--- src/rtl/nkmd_dbgbus_pkg.sv ---
// Shared definitions for the nkmd peripheral-bus arbiter: FSM encoding, park address, debug window.
package nkmd_dbgbus_pkg;

    typedef enum logic [1:0] {
        IDLE  = 2'd0,
        ISSUE = 2'd1,
        RESP  = 2'd2
    } state_t;

    localparam logic [31:0] PARK_ADDR_DEF = 32'hffff_fff0;
    localparam logic [11:0] DBG_WINDOW    = 12'hc80;

    function automatic int idx_w(input int n);
        return (n > 1) ? $clog2(n) : 1;
    endfunction

endpackage

--- src/rtl/nkmd_rr_pick.sv ---
// Combinational round-robin picker: first requester at or after ptr, wrapping around.
module nkmd_rr_pick
    import nkmd_dbgbus_pkg::*;
#(
    parameter int NREQ  = 2,
    parameter int IDX_W = idx_w(NREQ)
) (
    input  logic [NREQ-1:0]  req,
    input  logic [IDX_W-1:0] ptr,
    output logic [NREQ-1:0]  gnt_oh,
    output logic [IDX_W-1:0] gnt_idx
);

    always_comb begin
        logic             found;
        logic [IDX_W-1:0] k;
        gnt_oh  = '0;
        gnt_idx = '0;
        found   = 1'b0;
        k       = '0;
        for (int i = 0; i < NREQ; i++) begin
            k = IDX_W'((int'(ptr) + i) % NREQ);
            if (!found && req[k]) begin
                found     = 1'b1;
                gnt_oh[k] = 1'b1;
                gnt_idx   = k;
            end
        end
    end

endmodule

--- src/rtl/nkmd_dbgbus_arb.sv ---
// Round-robin arbiter serializing NREQ requesters onto the nkmd peripheral bus,
// with short locked bursts and a parked bus between transactions.
module nkmd_dbgbus_arb
    import nkmd_dbgbus_pkg::*;
#(
    parameter int          NREQ      = 2,
    parameter int          LOCK_MAX  = 4,
    parameter logic [31:0] PARK_ADDR = PARK_ADDR_DEF
) (
    input  logic               clk,
    input  logic               rst,
    input  logic [NREQ-1:0]    req_i,
    input  logic [NREQ-1:0]    lock_i,
    input  logic [NREQ*32-1:0] addr_i,
    input  logic [NREQ*32-1:0] wdata_i,
    input  logic [NREQ-1:0]    we_i,
    output logic [NREQ-1:0]    ack_o,
    output logic [31:0]        rdata_o,
    output logic [31:0]        bus_addr_o,
    output logic [31:0]        bus_data_o,
    output logic               bus_we_o,
    input  logic [31:0]        bus_data_i
);

    localparam int IDX_W = idx_w(NREQ);
    localparam int CNT_W = $clog2(LOCK_MAX) + 1;

    state_t           state;
    logic [IDX_W-1:0] gnt;
    logic [IDX_W-1:0] ptr;
    logic [IDX_W-1:0] owner;
    logic             lock_act;
    logic [CNT_W-1:0] lock_cnt;
    logic [31:0]      rdata_q;

    logic [NREQ-1:0]  rr_oh;
    logic [IDX_W-1:0] rr_idx;
    logic [IDX_W-1:0] win_idx;
    logic             owner_wins;

    logic [31:0] addr_a  [NREQ];
    logic [31:0] wdata_a [NREQ];

    for (genvar k = 0; k < NREQ; k++) begin : g_unpack
        assign addr_a[k]  = addr_i[32*k +: 32];
        assign wdata_a[k] = wdata_i[32*k +: 32];
    end

    nkmd_rr_pick #(
        .NREQ  (NREQ),
        .IDX_W (IDX_W)
    ) u_pick (
        .req     (req_i),
        .ptr     (ptr),
        .gnt_oh  (rr_oh),
        .gnt_idx (rr_idx)
    );

    // A live lock only wins while its owner keeps requesting; otherwise plain round-robin.
    assign owner_wins = lock_act && req_i[owner];
    assign win_idx    = owner_wins ? owner : rr_idx;

    // Peripheral data only becomes valid in RESP, so it is passed straight through then.
    assign rdata_o = (state == RESP) ? bus_data_i : rdata_q;

    always_ff @(posedge clk) begin
        if (rst) begin
            state      <= IDLE;
            gnt        <= '0;
            ptr        <= '0;
            owner      <= '0;
            lock_act   <= 1'b0;
            lock_cnt   <= '0;
            ack_o      <= '0;
            rdata_q    <= '0;
            bus_addr_o <= PARK_ADDR;
            bus_data_o <= '0;
            bus_we_o   <= 1'b0;
        end else begin
            case (state)
                IDLE: begin
                    ack_o <= '0;
                    if (lock_act && !req_i[owner]) begin
                        lock_act <= 1'b0;
                        lock_cnt <= '0;
                    end
                    if (|rr_oh) begin
                        gnt        <= win_idx;
                        bus_addr_o <= addr_a[win_idx];
                        bus_data_o <= wdata_a[win_idx];
                        bus_we_o   <= we_i[win_idx];
                        state      <= ISSUE;
                    end
                end
                ISSUE: begin
                    bus_addr_o <= PARK_ADDR;
                    bus_data_o <= '0;
                    bus_we_o   <= 1'b0;
                    ack_o      <= NREQ'(1) << gnt;
                    state      <= RESP;
                end
                RESP: begin
                    ack_o   <= '0;
                    rdata_q <= bus_data_i;
                    // The pointer only advances when the grant is released.
                    if (lock_i[gnt] && (lock_cnt < CNT_W'(LOCK_MAX - 1))) begin
                        lock_act <= 1'b1;
                        owner    <= gnt;
                        lock_cnt <= lock_cnt + 1'b1;
                    end else begin
                        lock_act <= 1'b0;
                        lock_cnt <= '0;
                        ptr      <= (gnt == IDX_W'(NREQ - 1)) ? '0 : gnt + 1'b1;
                    end
                    state <= IDLE;
                end
                default: state <= IDLE;
            endcase
        end
    end

endmodule

--- config.mk ---
export PLATFORM = sky130hd
export DESIGN_NAME = nkmd_dbgbus_arb
export DESIGN_NICKNAME = d
export VERILOG_FILES = /design/src/rtl/nkmd_dbgbus_pkg.sv /design/src/rtl/nkmd_rr_pick.sv /design/src/rtl/nkmd_dbgbus_arb.sv
export SDC_FILE = /design/constraint.sdc
export NUM_CORES = 1
export LEC_CHECK = 0
export CAP_MARGIN = 30
export CORE_UTILIZATION = 34
export CTS_BUF_LIST = sky130_fd_sc_hd__clkbuf_16
export DETAILED_ROUTE_END_ITERATION = 10
export PLACE_DENSITY = 0.76
export RECOVER_POWER = 100
export SLEW_MARGIN = 10
export SYNTH_ARGS = -nofsm -noshare
export SYNTH_HDL_FRONTEND = slang
export SYNTH_HIERARCHICAL = 1
export SYNTH_SLANG_ARGS = --single-unit
--- constraint.sdc ---
create_clock -name clk -period 1.76 [get_ports clk]
set_input_delay 0.352 -clock clk [delete_from_list [all_inputs] [get_ports clk]]
set_output_delay 0.352 -clock clk [all_outputs]
set_load 0.02 [all_outputs]
Word level (Yosys, flattened, before mapping)
Index checks and enable logic that the tools add are counted.
{ "classes": {"addsub": 3, "order_cmp": 9, "n_eq_ne": 4, "shifts": 1, "n_mux": 43, "bitwise_logic": 3, "reduce_logical": 19} }
{ "ops": {"columns": ["cell", "n"], "rows": [
  ["two-way mux 32 bit", 9],
  ["case mux 32 bit (2 select lines)", 2],
  ["two-way mux 1 bit", 20],
  ["less-than comparator 1 x 2 -> 1 bit, second input constant", 5],
  ["AND reduction 2 bit", 5],
  ["case mux 2 bit (2 select lines)", 2],
  ["logical AND 1 bit", 6],
  ["two-way mux 2 bit", 3],
  ["two-way mux 3 bit", 2],
  ["case mux 3 bit (2 select lines)", 1],
  ["nonzero test 2 bit", 3],
  ["!= test 2 bit, second input constant", 2],
  ["case mux 1 bit (2 select lines)", 2],
  ["OR reduction 2 bit", 2],
  ["adder 3 x 1 -> 3 bit, second input constant", 1],
  ["less-than comparator 3 x 2 -> 1 bit, second input constant", 1],
  ["adder 1 bit, second input constant", 2],
  ["demux 1 bit (select 1 bit)", 2],
  ["equality test 2 x 1 -> 1 bit, second input constant", 1],
  ["equality test 2 bit, second input constant", 1],
  [">= comparator 1 bit, second input constant", 2],
  [">= comparator 2 bit, second input constant", 1],
  ["logical NOT 1 bit", 2],
  ["logical NOT 2 bit", 1],
  ["other kinds (4)", 4]
]} }
{ "totals": {"ff_bits": 108, "output_inout_bits": 99} }

Depth between registers and ports, before layout
{ "depth": {"depth_word": 13, "mapped_depth": 9, "depth_no_buf": 6} }

Hierarchy
The synthesis kept the hierarchy.
{ "by_module_without_submodules": {"columns": ["module", "n_inst", "cells_each", "area_per_inst_um2"], "rows": [
  ["nkmd_dbgbus_arb", 1, 426, 4543.1],
  ["nkmd_rr_pick", 1, 4, 30.0]
]} }

Least setup slack after synthesis
No wires, ideal clock.
{ "synth_path": {"path_kind": "reg-to-reg", "from": "reg ptr", "to": "reg bus_addr_o[10]", "t_arrival_ns": 1.539, "required_time_ns": 1.635, "path_slack_ns": 0.095, "path_stages_with_launch": 9, "n_path_buf": 2, "synth_period_minus_slack_ns": 1.665, "cell_sequence": "dfxtp_1 inv_1 a21boi_1 o21bai_2 or3_1 buf_2 buf_6 nor3_1 a211oi_2"} }
{ "synth_between": {"elab_cells_between_ends": 33} }
{ "synth_rtl": {"columns": ["element", "line", "text"], "rows": [
  ["from (decl)", "nkmd_dbgbus_arb.sv:30", "logic [IDX_W-1:0] ptr;"],
  ["from (signal assigned)", "nkmd_dbgbus_arb.sv:113", "ptr <= (gnt == IDX_W'(NREQ - 1)) ? '0 : gnt + 1'b1;"],
  ["adder 1 bit (tied with other cells)", "nkmd_rr_pick.sv:22", "k = IDX_W'((int'(ptr) + i) % NREQ);"],
  ["less-than comparator 1 x 2 -> 1 bit (implied by the code) (tied with other cells)", "nkmd_rr_pick.sv:25", "gnt_oh[k] = 1'b1;"],
  ["logical AND 1 bit (implied by the code) or two-way mux 1 bit (tied branches)", "nkmd_rr_pick.sv:25", null],
  ["two-way mux 1 bit (implied by the code) or demux 1 bit (select 1 bit) (tied branches)", null, null],
  ["demux 1 bit (select 1 bit) or two-way mux 2 bit (tied branches)", null, null],
  ["bitwise OR 2 bit (no line)", null, null],
  ["two-way mux 2 bit (*)", "nkmd_rr_pick.sv:23", "if (!found && req[k]) begin"],
  ["via rr_oh[1]", "nkmd_dbgbus_arb.sv:36", "logic [NREQ-1:0] rr_oh;"],
  ["OR reduction 2 bit (*)", "nkmd_dbgbus_arb.sv:87", "if (|rr_oh) begin"],
  ["!= test 2 bit (no line) (*)", null, null],
  ["AND reduction 2 bit (no line) (*)", null, null],
  ["to (signal assigned)", "nkmd_dbgbus_arb.sv:89", "bus_addr_o <= addr_a[win_idx];"],
  ["to (decl)", "nkmd_dbgbus_arb.sv:19", "output logic [31:0] bus_addr_o,"]
]} }
Mark *: on every way through the listed nets, which the timed path passes. The rest lies on a longest branch. The select of a mux whose other input is x is not followed.
A chain may end at the register's enable or synchronous reset.

Final worst setup path
{ "layout_path": {"from": "reg state[1]", "to": "out rdata_o[22]"} }
{ "layout_between": {"elab_chain_cells": 2} }
{ "layout_rtl": {"columns": ["element", "line", "text"], "rows": [
  ["from (decl)", "nkmd_dbgbus_arb.sv:28", "state_t state;"],
  ["from (signal assigned)", "nkmd_dbgbus_arb.sv:68", "state <= IDLE;"],
  ["from (signal assigned)", "nkmd_dbgbus_arb.sv:92", "state <= ISSUE;"],
  ["from (signal assigned)", "nkmd_dbgbus_arb.sv:100", "state <= RESP;"],
  ["equality test 2 bit", "nkmd_dbgbus_arb.sv:64", "assign rdata_o = (state == RESP) ? bus_data_i : rdata_q;"],
  ["two-way mux 32 bit", null, null],
  ["to (decl)", "nkmd_dbgbus_arb.sv:18", "output logic [31:0] rdata_o,"]
]} }
No other way between the ends.

==> results <==
- The run finished, with violations left.
- The checks that failed: negative setup slack.
- The root buffer cell is sky130_fd_sc_hd__clkbuf_16.
- The proportion of register bits with asynchronous set or reset after synthesis is 0.
- The count of nets left with antenna violations once routing finished came out at 0.
- The CTS tree is yes.
- Measured along the x axis, the die boundary spans about 120 um.
- The kind of path behind the tightest hold check is reg2reg.
- Yosys attributes the largest share of cell area to sky130_fd_sc_hd__dfxtp_1 (47%), sky130_fd_sc_hd__mux2i_1 (12%), sky130_fd_sc_hd__mux2_2 (8.1%), sky130_fd_sc_hd__o2bb2ai_1 (7.1%), sky130_fd_sc_hd__nor2b_1 (4.9%).
- The max-cap violation count is 0.
- The cell area power density is just under 800 nW/um^2.
- The capturing point of the worst reg2reg path is bus_data_o[13]$_SDFFE_PP0P_.
- For this run, the leading register cell type out of synthesis is sky130_fd_sc_hd__dfxtp_1.
- The wire length of the first global-routing pass is ~24,000 um.
- The type of origin of the critical path is a flip-flop.
- Entering global routing, the biggest net connects 33 pins.
- The overall routing resource usage is 0.2172.
- The upper clock frequency limit is 509.6 MHz.
- In this run the worst path has a maximum fanout of 8.
- Buffers inserted to repair hold after CTS numbered 0.
- For the worst-skew pair, the clock arrives at the later sink with an insertion delay of 0.35 ns.
- Before antenna repair, the detailed router went through 5 iterations.
- The synthesized area per cell is around 11 sq um.
- The number of buffer cells added on primary ports is 266.
- Tracing the worst setup path back leads to its startpoint at state[1]$_SDFFE_PP0P_.
- Of the total synthesized cell area, the portion taken by AND, OR, NAND and NOR gates is 0.09302.
- Including well taps, the total number of placed cells is between 800 and 900.
- The post-synthesis mux area share is 0.2038.
- Of the total synthesized cell area, the portion taken by XOR and XNOR cells is 0.
- After the first detailed-routing iteration, the DRC count stood at 144.
- Of all cell types, the one taking the most synthesized area is sky130_fd_sc_hd__dfxtp_1.
- Of the available clock period, the critical path in the final layout requires 1.115.
- The number of buffers created by CTS is 9.
- The clock tree synthesis step divided the H-tree into 3 levels.
- The total number of clock tree sinks is approximately 110.
- The cell row count is 42.
- Along the worst hold path, the cell count comes to 1.
- In this run the static leakage power is between 3 and 4 nW.
- At the worst endpoint, the required time is approximately 1.4 ns.
- After detailed routing, the average wire length per cell comes to ~17 um.
- The worst pin sits at a relative slew slack of 0.4276.
- Counting every instance in the synthesized netlist gives 430.
- Once layout is complete, the utilization of the core stands at 0.6233.
- The number of antenna violations at the first check in global routing is 0.
- The worst IR drop on VDD is between 0.0004 and 0.0005 V.
- The number of pins exceeding their max-slew limit in the final report is 0.
- The synthesized cell area is between 4000 and 5000 sq um.
- The routed layout has about 4,400 vias.
- The worst setup path is captured at an output port.
- Setup violations remaining at the end of the flow were counted as 32.
- The count of flip-flops with a built-in enable after synthesis is 0.
- Counting cells, the worst reg-to-reg path comes to 9.
- The number of buffers on the longest clock path is 2.
- The floorplan step defined a die boundary enclosing ~14,000 sq um.
- Of the cells placed in the final design, the portion with a size suffix greater than 1 is 0.2129.
- The via count of the first global-routing pass is roughly 4,600.
- The synthesized design contains 108 register bits.
- The starting density of the core is 0.3467.
- At the end of routability-driven placement, the weighted congestion stood at ~0.83.
- The end point of the most critical hold path is bus_data_o[9]$_SDFFE_PP0P_.
- After synthesis, the largest family of logic cells by area is multiplexers.
- Of the total synthesized cell area, the portion taken by full adders, half adders and majority gates is 0.002736.
- Setup repair after global routing could not meet its margin everywhere.
- The number of nets in the final layout is roughly 900.
- The complex-gate fraction of the synthesized area came to 0.1784.
- On the final layout, the worst hold slack is about 0.46 ns.
- between 200 and 300 I/O pins were placed.
- The worst register-to-register path begins at ptr$_SDFFE_PP0P_.
- The post-DP HPWL is 10,600 um.
- The Yosys step of the flow raised 6 warnings.
- The number of nets in the synthesized netlist is between 500 and 600.
- The residual overflow from global routing is 0.
- From synthesis to final layout, the design area changed by 79.78%.
- For this run, the register share of the synthesized area comes to 0.4728.
- The number of inserted diodes is 0.
- The vertical die dimension is approximately 120 um.
- The clock skew after layout is 0.004227 ns.
- The area of the core is ~13,000 sq um.
- The number of different library cells used by synthesis comes to 31.
- The post-route worst setup slack is -0.2025 ns.
- In this run the register-to-register setup slack is ~0.030 ns.
- Dividing the detail-routed via count by the number of cells gives 4.949.
- The routed wire length is 15,470 um.
- At the pin with the least slew margin, the transition time is around 0.86 ns.
- The number of hold violations in the final report is 0.
- The CTS clock-pin slew for the worst setup and hold paths is roughly 0.060 ns.
- The critical path in this run is classified as reg2out.
- After layout, the minimum clock period comes to 1.962 ns.
- The arrival time reported for the critical path endpoint is between 1.5 and 2 ns.
- After detailed routing, the number of remaining DRC violations is 0.
- In this run the most critical hold path is launched from bus_data_o[9]$_SDFFE_PP0P_.
- The top cell type's share of synthesized area is 0.4728.
- The finished layout holds 890 standard cells, fillers aside.
cell families after synthesis:
family / after synthesis
AO/OA/AOI/OAI: 118
adder cells (fa/ha/maj): 1
buffers and inverters: 43
flip-flops: 108
multiplexers: 89
AND/OR/NAND/NOR: 71
Yosys cell counts (3+ instances only):
cell type / number
sky130_fd_sc_hd__buf_6: 5
sky130_fd_sc_hd__a211oi_2: 3
sky130_fd_sc_hd__and2_1: 9
sky130_fd_sc_hd__clkbuf_1: 14
sky130_fd_sc_hd__a21oi_1: 32
sky130_fd_sc_hd__or2_2: 4
sky130_fd_sc_hd__nor2_1: 5
sky130_fd_sc_hd__a221oi_1: 9
sky130_fd_sc_hd__o2bb2ai_1: 37
sky130_fd_sc_hd__mux2i_1: 56
sky130_fd_sc_hd__dfxtp_1: 108
sky130_fd_sc_hd__nor2b_1: 36
sky130_fd_sc_hd__mux2_2: 33
sky130_fd_sc_hd__inv_1: 7
sky130_fd_sc_hd__buf_2: 15
sky130_fd_sc_hd__nor3_1: 10
sky130_fd_sc_hd__o21ai_0: 28
critical path: stages (launching register included):
cell	delay (ns)
sky130_fd_sc_hd__dfxtp_2	0.32
sky130_fd_sc_hd__nor2b_4	0.19
sky130_fd_sc_hd__buf_12	0.13
sky130_fd_sc_hd__clkbuf_16	0.16
sky130_fd_sc_hd__mux2_4	0.31
sky130_fd_sc_hd__buf_6	0.14
metrics by stage:
step | setup slack (ns) | total power (W) | setup TNS, ns | area (sq um)
after floorplan | 0.09532 | 0.003504 | 0 | 4573
after CTS | -0.2701 | 0.006306 | -7.875 | 7999
after global placement | -0.7515 | 0.004393 | -49.03 | 7513
after detailed placement | -0.7592 | 0.004429 | -50.06 | 7513
after global routing | -0.2576 | 0.006602 | -8.099 | 8222
final | -0.2025 | 0.006334 | -5.706 | 8222
cells in the final DEF (no fill, tap or decap), drive strengths merged:
master	count
buf	66
or2	5
nand4	2
ha	1
clkdlybuf4s15	1
a21boi	5
nor2	5
clkbuf	12
o2bb2ai	37
o21ai	28
and2	9
a21o	2
nor2b	40
nand3	1
clkinv	5
nor3	10
o21bai	1
nand2b	1
inv	8
a221oi	9
mux2i	56
a211oi	4
or3	1
dlygate4sd2	1
mux2	33
a21oi	32
dfxtp	108
clkdlybuf4s50	231
where the power goes:
group / internal [W] / leakage (nW) / switching (W) / total, W
Clock: 0.000925 / 0.126 / 0.000846 / 0.00177
Combinational: 0.00103 / 2.39 / 0.000807 / 0.00184
Sequential: 0.00262 / 0.887 / 0.0000976 / 0.00272
final cells by class:
class	instances	area, sq um
flip-flops and latches	108	2165
repair buffers	302	3093
well taps	176	220.2
clock buffers	9	225.2
multi-input cells	282	2469
fillers	1052	4969
inverters	7	26.28
clock inverters	6	23.77
layer usage:
metal / up-vias / wire length [um] / global-route usage
met3: 28 / 849 / 0.05039
met1: 2111 / 6318 / 0.2342
met5: - / 0 / 0
met2: 157 / 7887 / 0.3978
met4: 0 / 415 / 0.1018
li1: 2109 / - / -
flip-flops by register name, summed over array words and instances (netlist names), 2 cells and up:
register and cells:
rdata_q 32, lock_cnt 3, ack_o 2, bus_addr_o 32, bus_data_o 32, state 2
timing repair:
item / 4_1_cts / 5_1_grt
endpoints found under the setup margin: 98 / 96
cloned: 7 / 2
pin swaps: 2 / 11
buffers inserted: 10 / 3
resized for setup: 181 / 76
how the worst max path moves through the flow:
stage / to / slack (ns) / cells past startpoint
after CTS: rdata_o[28] / -0.27 / 5
after global placement: bus_addr_o[30]$_SDFFE_PP1P_ / -0.75 / 6
after floorplan: bus_addr_o[10]$_SDFFE_PP1P_ / 0.1 / 8
after global routing: rdata_o[14] / -0.26 / 5
final: rdata_o[22] / -0.20 / 5
after detailed placement: bus_addr_o[30]$_SDFFE_PP1P_ / -0.76 / 6
No activity file was read; power rests on OpenSTA's default activity.
